`src/rtl/id_stage_pipe.sv`:
```
// -----------------------------------------------------------------------------
// id_stage_pipe
//   Registered instruction-decode stage. It decodes R-type, lw, sw and beqz,
//   captures operands and control bits into the ID/EX register, inserts a
//   single bubble on a load-use hazard, resolves beqz in ID and honours a flush.
//
//   Ports
//     clk, reset             clock, asynchronous active-low reset
//     in_valid, instruction  instruction from IF (held by IF while stall_out)
//     pc                     PC of the instruction in ID
//     rs_data, rt_data       combinational register-file read data
//     flush_in               squash the instruction currently in ID
//     rs, rt                 register-file read addresses (combinational)
//     stall_out              IF must hold pc/instruction (combinational)
//     branch_taken/_target   redirect request and target (combinational)
//     ex_*                   ID/EX pipeline register contents
//     stall_count            saturating count of stall cycles
//
//   Data capture: ex_rs_data/ex_rt_data carry the read data only for the
//   operands the instruction uses (0 otherwise); ex_imm carries the
//   sign-extended immediate for lw/sw (0 otherwise); ex_opcode carries the
//   opcode of every issued instruction, illegal ones included.
// -----------------------------------------------------------------------------
module id_stage_pipe #(
   parameter int DATA_W   = 32,
   parameter int REG_AW   = 5,
   parameter int ZERO_CMP = 1,
   parameter int CNT_W    = 16
) (
   input  logic              clk,
   input  logic              reset,
   input  logic              in_valid,
   input  logic [31:0]       instruction,
   input  logic [DATA_W-1:0] pc,
   input  logic [DATA_W-1:0] rs_data,
   input  logic [DATA_W-1:0] rt_data,
   input  logic              flush_in,
   output logic [REG_AW-1:0] rs,
   output logic [REG_AW-1:0] rt,
   output logic              stall_out,
   output logic              branch_taken,
   output logic [DATA_W-1:0] branch_target,
   output logic              ex_valid,
   output logic              ex_mem_read,
   output logic              ex_mem_write,
   output logic              ex_reg_write,
   output logic              ex_illegal,
   output logic [5:0]        ex_opcode,
   output logic [REG_AW-1:0] ex_rd,
   output logic [DATA_W-1:0] ex_imm,
   output logic [DATA_W-1:0] ex_rs_data,
   output logic [DATA_W-1:0] ex_rt_data,
   output logic [CNT_W-1:0]  stall_count
);

   localparam logic [5:0] OP_RTYPE = 6'b000000;
   localparam logic [5:0] OP_LW    = 6'b100011;
   localparam logic [5:0] OP_SW    = 6'b101011;
   localparam logic [5:0] OP_BEQZ  = 6'b000100;

   typedef struct packed {
      logic              valid;
      logic              mem_read;
      logic              mem_write;
      logic              reg_write;
      logic              illegal;
      logic [5:0]        opcode;
      logic [REG_AW-1:0] rd;
      logic [DATA_W-1:0] imm;
      logic [DATA_W-1:0] rs_val;
      logic [DATA_W-1:0] rt_val;
   } ex_reg_t;

   ex_reg_t           r_ex;
   ex_reg_t           w_ex_nxt;
   logic [CNT_W-1:0]  r_stall_count;

   logic [5:0]        w_opcode;
   logic [REG_AW-1:0] w_rs;
   logic [REG_AW-1:0] w_rt;
   logic [REG_AW-1:0] w_rd_r;
   logic [DATA_W-1:0] w_imm_ext;
   logic              w_is_rtype;
   logic              w_is_lw;
   logic              w_is_sw;
   logic              w_is_beqz;
   logic              w_uses_rs;
   logic              w_uses_rt;
   logic              w_hazard;
   logic              w_issue;
   logic              w_cmp;

   // Field extraction; register fields are zero-extended or truncated to REG_AW.
   assign w_opcode  = instruction[31:26];
   assign w_rs      = REG_AW'(instruction[25:21]);
   assign w_rt      = REG_AW'(instruction[20:16]);
   assign w_rd_r    = REG_AW'(instruction[15:11]);
   assign w_imm_ext = DATA_W'($signed(instruction[15:0]));

   assign w_is_rtype = (w_opcode == OP_RTYPE);
   assign w_is_lw    = (w_opcode == OP_LW);
   assign w_is_sw    = (w_opcode == OP_SW);
   assign w_is_beqz  = (w_opcode == OP_BEQZ);

   assign w_uses_rs = w_is_rtype | w_is_lw | w_is_sw | w_is_beqz;
   assign w_uses_rt = w_is_rtype | w_is_sw | (w_is_beqz & (ZERO_CMP == 0));

   // Load-use: the load in EX has not produced its data yet. After reset
   // r_ex.valid is 0, so the term is inactive until something issues.
   assign w_hazard = in_valid & r_ex.valid & r_ex.mem_read & (r_ex.rd != '0) &
                     ((w_uses_rs & (r_ex.rd == w_rs)) |
                      (w_uses_rt & (r_ex.rd == w_rt)));

   // Flush overrides the hazard: a squashed instruction must not hold IF.
   assign stall_out = w_hazard & ~flush_in;
   assign w_issue   = in_valid & ~flush_in & ~w_hazard;

   assign w_cmp         = (ZERO_CMP != 0) ? (rs_data == '0) : (rs_data == rt_data);
   assign branch_taken  = w_issue & w_is_beqz & w_cmp;
   assign branch_target = pc + DATA_W'(4) + (w_imm_ext << 2);

   assign rs = w_rs;
   assign rt = w_rt;

   always_comb begin
      // NOTE: every field gets a default before any branch, so no path can
      // leave a bit unassigned and infer a latch; the default is the bubble.
      w_ex_nxt = '0;
      if (w_issue) begin
         w_ex_nxt.valid  = 1'b1;
         w_ex_nxt.opcode = w_opcode;
         w_ex_nxt.rs_val = w_uses_rs ? rs_data : '0;
         w_ex_nxt.rt_val = w_uses_rt ? rt_data : '0;
         if (w_is_rtype) begin
            w_ex_nxt.rd        = w_rd_r;
            w_ex_nxt.reg_write = (w_rd_r != '0);
         end else if (w_is_lw) begin
            w_ex_nxt.rd        = w_rt;
            w_ex_nxt.imm       = w_imm_ext;
            w_ex_nxt.mem_read  = 1'b1;
            w_ex_nxt.reg_write = (w_rt != '0);
         end else if (w_is_sw) begin
            w_ex_nxt.imm       = w_imm_ext;
            w_ex_nxt.mem_write = 1'b1;
         end else if (!w_is_beqz) begin
            // beqz issues as a valid no-op; anything else is illegal.
            w_ex_nxt.illegal   = 1'b1;
         end
      end
   end

   always_ff @(posedge clk or negedge reset) begin
      if (!reset) begin
         r_ex          <= '0;
         r_stall_count <= '0;
      end else begin
         // NOTE: state registers use non-blocking assignments so every
         // register samples the pre-edge values of the others.
         r_ex <= w_ex_nxt;
         if (stall_out && (r_stall_count != '1))
            r_stall_count <= r_stall_count + CNT_W'(1);
      end
   end

   assign ex_valid     = r_ex.valid;
   assign ex_mem_read  = r_ex.mem_read;
   assign ex_mem_write = r_ex.mem_write;
   assign ex_reg_write = r_ex.reg_write;
   assign ex_illegal   = r_ex.illegal;
   assign ex_opcode    = r_ex.opcode;
   assign ex_rd        = r_ex.rd;
   assign ex_imm       = r_ex.imm;
   assign ex_rs_data   = r_ex.rs_val;
   assign ex_rt_data   = r_ex.rt_val;
   assign stall_count  = r_stall_count;

endmodule

```
`config.mk`:
```
export PLATFORM = sky130hd
export DESIGN_NAME = id_stage_pipe
export DESIGN_NICKNAME = d
export VERILOG_FILES = /design/src/rtl/id_stage_pipe.sv
export SDC_FILE = /design/constraint.sdc
export NUM_CORES = 1
export LEC_CHECK = 0
export ABC_CLOCK_PERIOD_IN_PS = 2200
export BUFFER_PORTS_ARGS = -buffer_cell sky130_fd_sc_hd__buf_2
export CORE_MARGIN = 1
export CORE_UTILIZATION = 42
export DETAILED_ROUTE_END_ITERATION = 10
export PLACE_DENSITY_LB_ADDON = 0.2
export SETUP_SLACK_MARGIN = 0.05
export SYNTH_ARGS = -nofsm -noshare
export SYNTH_HDL_FRONTEND = slang
export SYNTH_SLANG_ARGS = --single-unit
export TNS_END_PERCENT = 30
```
`constraint.sdc`:
```
create_clock -name clk -period 2.2 [get_ports clk]
set_clock_uncertainty 0.05 [all_clocks]
set_input_delay 0 -clock clk [delete_from_list [all_inputs] [get_ports clk]]
set_output_delay 0 -clock clk [all_outputs]
set_load 0.1 [all_outputs]
```
* Yosys cells after proc, flatten, opt, wreduce, memory -nomap -nowiden
Index checks and enable logic that the tools add are counted.
** Word-level totals
- Word-level logic and storage cells :: 62
- Register bits :: 128
- Output and inout port bits :: 172
** Cells by class
- Bitwise gates (word level) :: 18
- Equal/unequal tests :: 6
- Reductions and logical operators :: 6
- Add/sub/neg operators :: 3
- Mux-type cells :: 18
** Operator list (count)
- $mux W32 :: 5
- $mux W112 :: 1
- $add A32 B3 Y32 const B :: 1
- $add A32 B32 Y32 :: 1
- $logic_not A32 Y1 :: 1
- $add A16 B1 Y16 const B :: 1
- $ne A16 B16 Y1 const B :: 1
- $reduce_bool A5 Y1 :: 3
- $eq A6 B6 Y1 const B :: 2
- $and A1 B1 Y1 :: 11
- $eq A5 B5 Y1 :: 2
- $mux W5 :: 2
- $mux W1 :: 9
- $eq A6 B3 Y1 const B :: 1
- $logic_not A6 Y1 :: 1
- $or A1 B1 Y1 :: 5
- $mux W2 :: 1
- $not A1 Y1 :: 2
- $logic_and A1 B1 Y1 :: 1

* Depth between registers and ports, before layout
Gate-level depths: netlist (run 1).
- Depth after elaboration :: 11
- Gate-level depth with buffers :: 12

* Least setup slack after synthesis (run 1)
Ideal clock, no wire load.
- Kind :: input port to output port
- Start point :: input port instruction[2]
- End point :: output port branch_target[30]
- Arrival time :: 4.746 ns
- Path buffers :: 0
- Setup slack :: -2.596 ns
- Cell stages on the path :: 9
- Cells stage by stage :: ha_1 -> ha_1 -> a21o_1 -> nand4_1 -> a21oi_1 -> a21oi_1 -> or4_1 -> and3_1 -> nor4_1
** Between the ends
- Word-level cells in the longest chain between the ends :: 1
** RTL lines
- from (decl) :: line 33 : input logic [31:0] instruction,
- $add A32 B32 Y32 :: line 120 : assign branch_target = pc + DATA_W'(4) + (w_imm_ext << 2);
- to (decl) :: line 42 : output logic [DATA_W-1:0] branch_target,
No other way between the ends.

* Worst setup path after layout (run 1)
- Start point :: input port pc[3]
- End point :: output port branch_target[27]
** Between the ends
- Word-level cells in the longest chain between the ends :: 2
** RTL lines
- from (decl) :: line 34 : input logic [DATA_W-1:0] pc,
- $add A32 B3 Y32 :: line 120
- $add A32 B32 Y32 :: line 120
No other way between the ends.

==> flow_metrics.tcl, run 1 <==
set metrics [dict create \
    status "finished with violations" \
    violations "negative setup slack" \
    fill_cells 825 \
    synth-compound-area-share_pct 10.02 \
    synth_ff_type "dfrtp_1" \
    placeableCoreArea_um2 14530 \
    cts_tree "done" \
    final_cell_mix "buf_2, buf_4, dfrtp_1" \
    grt_pass1_vias 6981 \
    worstPathArrival_ns 2.44 \
    slew_headroom_pct 34.86 \
    synthDistinctLibCells 55 \
    post_drt_via_cell_ratio 5.202 \
    swShare_pct 41.58 \
    routed.top_layer "met4" \
    ir_drop_mv 0.6232 \
    synth_nets 789 \
    combPwrFrac_pct 52.1 \
    drt_wl_total_um 23780 \
    root_buffer "clkbuf_16" \
    synth-seq-cells 112 \
    drv_slew 0 \
    synth-async-reset-ratio_pct 100.0 \
    period_share_pct 113.3 \
    intPower_w 0.004489 \
    num_rows 44 \
    critPathRequiredTime_ns 2.15 \
    wl_met3_um 1419 \
    area_growth_pct 88.80 \
    setup_viol 22 \
    hold_ws_ns 0.04553 \
    synth_top_area_share_pct 44.79 \
    synth-simple-area-share_pct 20.58 \
    synth-edff-count 0 \
    synth_xor_area_share_pct 7.139 \
    cap_violations 0 \
    layout_setup_ws_ns -0.2937 \
    fin_cells 1275 \
    layout_commonest_cell "buf_2" \
    leakagePower_nw 5.976 \
    post-place-cells 1146 \
    place_ws_ns -0.4289 \
    power_per_cell_area_nw_per_um2 650.5 \
    drtIter0Drc 293 \
    start_util_pct 43.05 \
    grt.total_usage_pct 29.86 \
    fin_nets 1276 \
    syn_area_per_cell_um2 10.46 \
    die_h_um 124.1 \
    synth_top_family_by_area "simple AND/OR/NAND/NOR gates" \
    final-hold-violation-count 0 \
    seq_power_share_pct 27.0 \
    finalWeightedCongestion 0.9071 \
    setup-tns-final_ns -2.552 \
    syn-cell-area_um2 6257 \
    wl_per_cell_um 18.65 \
    syn_inst 598 \
    antenna_found_initial 1 \
    synth_adder_area_share_pct 11.92 \
    grt_pass1_wl_um 34980 \
    htreeDepth 3 \
    synth.area.top_cells "dfrtp_1, ha_1, and2_1" \
    crit_path_end_kind "output port" \
    io_buffers 299 \
    wl_met1_um 8630 \
    grt-ovfl-total 0 \
    p_switching_w 0.003195 \
    ys_seq_area_share_pct 44.79 \
    critical_path_class "in2out" \
    place_area_um2 9683 \
    path_clk_slew_ns 0.07 \
    io_pins 304 \
    cts_sinks 112 \
    ant_nets 0 \
    cp_max_fo 3 \
    worst_pin_slew_ns 0.9739 \
    grt_max_degree 59 \
    grt_setup_unrepaired "yes" \
    min_period_ns 2.494 \
    hold_class "in2reg" \
    die_area_um2 15390 \
    cp-start-kind "input pin" \
    dp_hpwl_um 15940 \
    max_clock_freq_ghz 0.4010 \
    yosys.area.top_type "dfrtp_1" \
    muxShareOfSynthArea_pct 0.5199 \
    drive_gt1_share_pct 57.80 \
    cts_max_path_buffers 2 \
    die_x_um 124.1 \
    via_count 6633 \
    p_clk_share_pct 20.9 \
    yosys_warnings 0 \
    cts_buffers 9 \
    drt_pass1_iterations 5 \
    wl_met2_um 13050 \
    fin_area_um2 11810 \
    drc_errors 0 \
    insertion_delay_ns 0.34 \
]
through the flow:
stage | power [W] | util (%)
6_report | 0.007684 | 81.28
5_1_grt | 0.007964 | 81.27
4_1_cts | 0.007579 | 79.05
3_5_place_dp | 0.005610 | 66.62
3_3_place_gp | 0.005570 | 66.62
2_1_floorplan | 0.004407 | -
cell type report:
type / instances / area (um^2) / share of cell area (%)
multi-input combinational: 433 / 4474 / 37.87
timing repair buffer: 521 / 3949 / 33.43
sequential: 112 / 2828 / 23.94
tap: 184 / 230.2 / 1.949
clock buffer: 9 / 225.2 / 1.906
clock inverter: 7 / 72.57 / 0.6143
inverter: 8 / 32.53 / 0.2754
antenna: 1 / 2.502 / 0.02118
power by group through the flow:
| stage | Combinational (W) | Sequential (W) | Clock, W |
|---|---|---|---|
| 4_1_cts | 0.00387 | 0.00208 | 0.00163 |
| 5_1_grt | 0.00416 | 0.00208 | 0.00172 |
| 3_3_place_gp | 0.00345 | 0.00212 | 0 |
| 6_report | 0.00400 | 0.00208 | 0.00161 |
| 2_1_floorplan | 0.00219 | 0.00221 | 0 |
| 3_5_place_dp | 0.00349 | 0.00212 | 0 |
metal layers:
| metal | up-vias | track usage, % |
|---|---|---|
| met2 | 274 | 56.46 |
| met4 | 0 | 12.65 |
| met5 | - | 0 |
| met3 | 60 | 5.174 |
| li1 | 3046 | - |
| met1 | 3253 | 32.39 |
what timing repair did:
action / CTS / global route
endpoints found under the hold margin: 178 / 0
gates resized for setup: 75 / 69
endpoints found under the setup margin: 119 / 68
hold buffers: 87 / 0
pin swaps: 49 / 74
setup buffers: 17 / 9
cells in the mapped netlist, drive strengths merged (6+ instances only):
cell / instances
a21o: 11
a21oi: 34
and2: 90
and3: 11
buf: 30
clkbuf: 15
dfrtp: 112
ha: 58
inv: 8
nand2: 28
nand3: 18
nand4: 14
nor2: 26
nor4: 11
o211ai: 6
o21ai: 15
xnor2: 35
xor2: 16
critical path: stages:
cell      delay (ns)
buf_6           0.10
ha_4            0.24
ha_4            0.16
fa_2            0.34
nand2_2         0.11
a211oi_4        0.07
o211a_1         0.26
a311o_1         0.32
a221oi_2        0.32
buf_4           0.20
xnor2_4         0.12
buf_12          0.19
final timing paths:
kind | slack [ns] | startpoint | depth (start not counted) | to
min in group asynchronous | 0.08 | reset | 2 | ex_rt_data[30]$_DFF_PN0_
setup / recovery | -0.29 | pc[3] | 12 | branch_target[27]
max in group asynchronous | 1.32 | reset | 3 | ex_rd[0]$_DFF_PN0_
hold reg to reg | 0.45 | stall_count[15]$_DFFE_PN0P_ | 1 | stall_count[15]$_DFFE_PN0P_
setup reg to reg | -0.06 | ex_rd[1]$_DFF_PN0_ | 8 | stall_count[1]$_DFFE_PN0P_
hold / removal | 0.05 | instruction[16] | 3 | ex_reg_write$_DFF_PN0_
flip-flops by register name (all words and copies together) (netlist names):
signal and cells:
ex_illegal 1, ex_imm 16, ex_mem_read 1, ex_mem_write 1, ex_opcode 6, ex_rd 5
ex_reg_write 1, ex_rs_data 32, ex_rt_data 32, ex_valid 1, stall_count 16
logic make-up (layout without fill, tap and decap cells):
family	after synthesis	after routing
and+or+nand+nor	226	226
DFF	112	112
AOI/OAI and AO/OA	94	94
adders and majority gates	59	59
buffers and inverters	53	545
xor gates and xnor gates	51	51
muxes	3	3
other	0	1
(Power assumes the default switching activity.)
==> run 2: changes to the inputs <==
--- a/config.mk
+++ b/config.mk
@@ -7,8 +7,10 @@
 export LEC_CHECK = 0
 export ABC_CLOCK_PERIOD_IN_PS = 2200
 export BUFFER_PORTS_ARGS = -buffer_cell sky130_fd_sc_hd__buf_2
+export CELL_PAD_IN_SITES_DETAIL_PLACEMENT = 1
+export CELL_PAD_IN_SITES_GLOBAL_PLACEMENT = 1
 export CORE_MARGIN = 1
-export CORE_UTILIZATION = 42
+export CORE_UTILIZATION = 31
 export DETAILED_ROUTE_END_ITERATION = 10
 export PLACE_DENSITY_LB_ADDON = 0.2
 export SETUP_SLACK_MARGIN = 0.05
==> flow_metrics.tcl, run 2 (same netlist as run 1, synthesis figures left out) <==
set metrics [dict create \
    status "finished with violations" \
    violations "negative setup slack" \
    placeableCoreArea_um2 19650 \
    grt.total_usage_pct 25.76 \
    num_rows 51 \
    layout_commonest_cell "buf_2" \
    dp_hpwl_um 18920 \
    p_switching_w 0.003332 \
    wl_per_cell_um 20.91 \
    cts_buffers 9 \
    worst_pin_slew_ns 0.9687 \
    io_buffers 299 \
    drt_wl_total_um 28640 \
    leakagePower_nw 6.085 \
    start_util_pct 31.84 \
    cts_sinks 112 \
    fill_cells 2100 \
    seq_power_share_pct 26.4 \
    power_per_cell_area_nw_per_um2 646.2 \
    drc_errors 0 \
    ir_drop_mv 0.6068 \
    setup-tns-final_ns -4.650 \
    crit_chain "buf_6 > ha_4 > ha_4 > fa_2 > nand2_2 > a211oi_4 > o211a_1 > a311o_1 > a311oi_1 > buf_4 > xnor2_2 > buf_12" \
    grt-ovfl-total 0 \
    root_buffer "clkbuf_16" \
    crit_top_cell "ha_4" \
    critical_path_class "in2out" \
    critPathRequiredTime_ns 2.15 \
    reg2reg_to "ex_rt_data[7]$_DFF_PN0_" \
    period_share_pct 113.9 \
    die_area_um2 20760 \
    die_x_um 144.1 \
    cp-start-kind "input pin" \
    grt_pass1_wl_um 40380 \
    insertion_delay_ns 0.36 \
    final_util_pct 61.99 \
    ant_nets 0 \
    grt_setup_unrepaired "yes" \
    r2r_cells 11 \
    p_clk_share_pct 21.7 \
    finalWeightedCongestion 0.8219 \
    io_pins 304 \
    cp-startpoint "pc[3]" \
    place_area_um2 9827 \
    antenna_found_initial 2 \
    hold_class "in2reg" \
    die_h_um 144.1 \
    cp_max_fo 3 \
    final-hold-violation-count 0 \
    drive_gt1_share_pct 60.56 \
    post_drt_via_cell_ratio 4.895 \
    slew_headroom_pct 35.21 \
    hold_ws_ns 0.007281 \
    intPower_w 0.004542 \
    fin_nets 1289 \
    area_growth_pct 94.72 \
    r2r-start "ex_rd[3]$_DFF_PN0_" \
    cts_tree "done" \
    crit_path_end_kind "output port" \
    cap_violations 0 \
    combPwrFrac_pct 52.0 \
    worstPathArrival_ns 2.46 \
    via_count 6706 \
    r2r_slack_ns -0.08 \
    htreeDepth 3 \
    max_clock_freq_ghz 0.3991 \
    setup_viol 55 \
    final_cell_mix "buf_2, buf_4, dfrtp_1" \
    drv_slew 0 \
    fin_area_um2 12180 \
    grt_max_degree 53 \
    crit_slowest_cell "fa_2" \
    drtIter0Drc 169 \
    grt_pass1_vias 7351 \
    drt_pass1_iterations 4 \
    endpoint "branch_target[25]" \
    cts_max_path_buffers 2 \
    layout_setup_ws_ns -0.3055 \
    min_period_ns 2.506 \
    path_clk_slew_ns 0.08 \
    swShare_pct 42.31 \
    critPathMaxStageDelay_ns 0.35 \
]
run 2: changes by cell type in the layout (fill, tap and decap cells not counted), sizes merged:
cell / change
diode: +1
inv: +1
buf: +9
dlygate4sd3: +2
clkbuf: +2
clkinvlp: -1
run 2: timing repair:
| action | in CTS | in global routing |
|---|---|---|
| setup buffers | 15 | 16 |
| endpoints found under the hold margin | 138 | 0 |
| hold buffers | 89 | 0 |
| pin swaps | 87 | 73 |
| gates resized for setup | 110 | 57 |
| cloned | 0 | 2 |
| endpoints found under the setup margin | 122 | 118 |
run 2: worst min-delay path by stage:
stage                                from                    to  cells past startpoint
after floorplan                     reset  ex_illegal$_DFF_PN0_                      0
after global placement              pc[0]      branch_target[0]                      0
after detailed placement            pc[0]      branch_target[0]                      0
after CTS                 instruction[11]  ex_imm[11]$_DFF_PN0_                      3
after global routing      instruction[11]  ex_imm[11]$_DFF_PN0_                      3
final                     instruction[11]  ex_imm[11]$_DFF_PN0_                      3
run 2: stage by stage:
step | total power [W] | instances | setup slack, ns
2_1_floorplan | 0.004407 | 598 | -0.5238
3_3_place_gp | 0.005607 | 1231 | -0.4455
3_5_place_dp | 0.005662 | 1231 | -0.6982
4_1_cts | 0.007715 | 1350 | -0.3191
5_1_grt | 0.008145 | 1369 | -0.4046
6_report | 0.007874 | 1370 | -0.3055
run 2: metal layers:
layer	up-vias	wire (um)	GRT usage, %
li1	3058	-	-
met1	3373	10670	27.75
met2	220	15740	50.52
met3	55	1287	4.172
met4	0	949	8.119
met5	-	0	0
run 2: critical path: cells and delay by family:
kind | cells | cell delay [ns]
buffers and inverters | 3 | 0.48
adders and majority gates | 3 | 0.74
and+or+nand+nor | 1 | 0.12
AOI/OAI and AO/OA | 4 | 0.97
xor gates and xnor gates | 1 | 0.14
run 2: power groups by stage:
| stage | logic, W | clock network (W) | registers [W] |
|---|---|---|---|
| after floorplan | 0.00219 | 0 | 0.00221 |
| after global placement | 0.00349 | 0 | 0.00212 |
| after detailed placement | 0.00355 | 0 | 0.00212 |
| after CTS | 0.00392 | 0.00172 | 0.00207 |
| after global routing | 0.00426 | 0.00181 | 0.00208 |
| final | 0.00409 | 0.00171 | 0.00208 |
run 2: layout make-up:
| cell class | instances | area (um^2) | area share (%) |
|---|---|---|---|
| well taps | 265 | 331.6 | 2.721 |
| inverters | 8 | 32.53 | 0.2670 |
| multi-input cells | 433 | 4573 | 37.53 |
| clock inverters | 7 | 76.32 | 0.6264 |
| clock buffers | 9 | 225.2 | 1.848 |
| repair buffers | 534 | 4113 | 33.75 |
| flip-flops and latches | 112 | 2828 | 23.21 |
| diodes | 2 | 5.005 | 0.04108 |
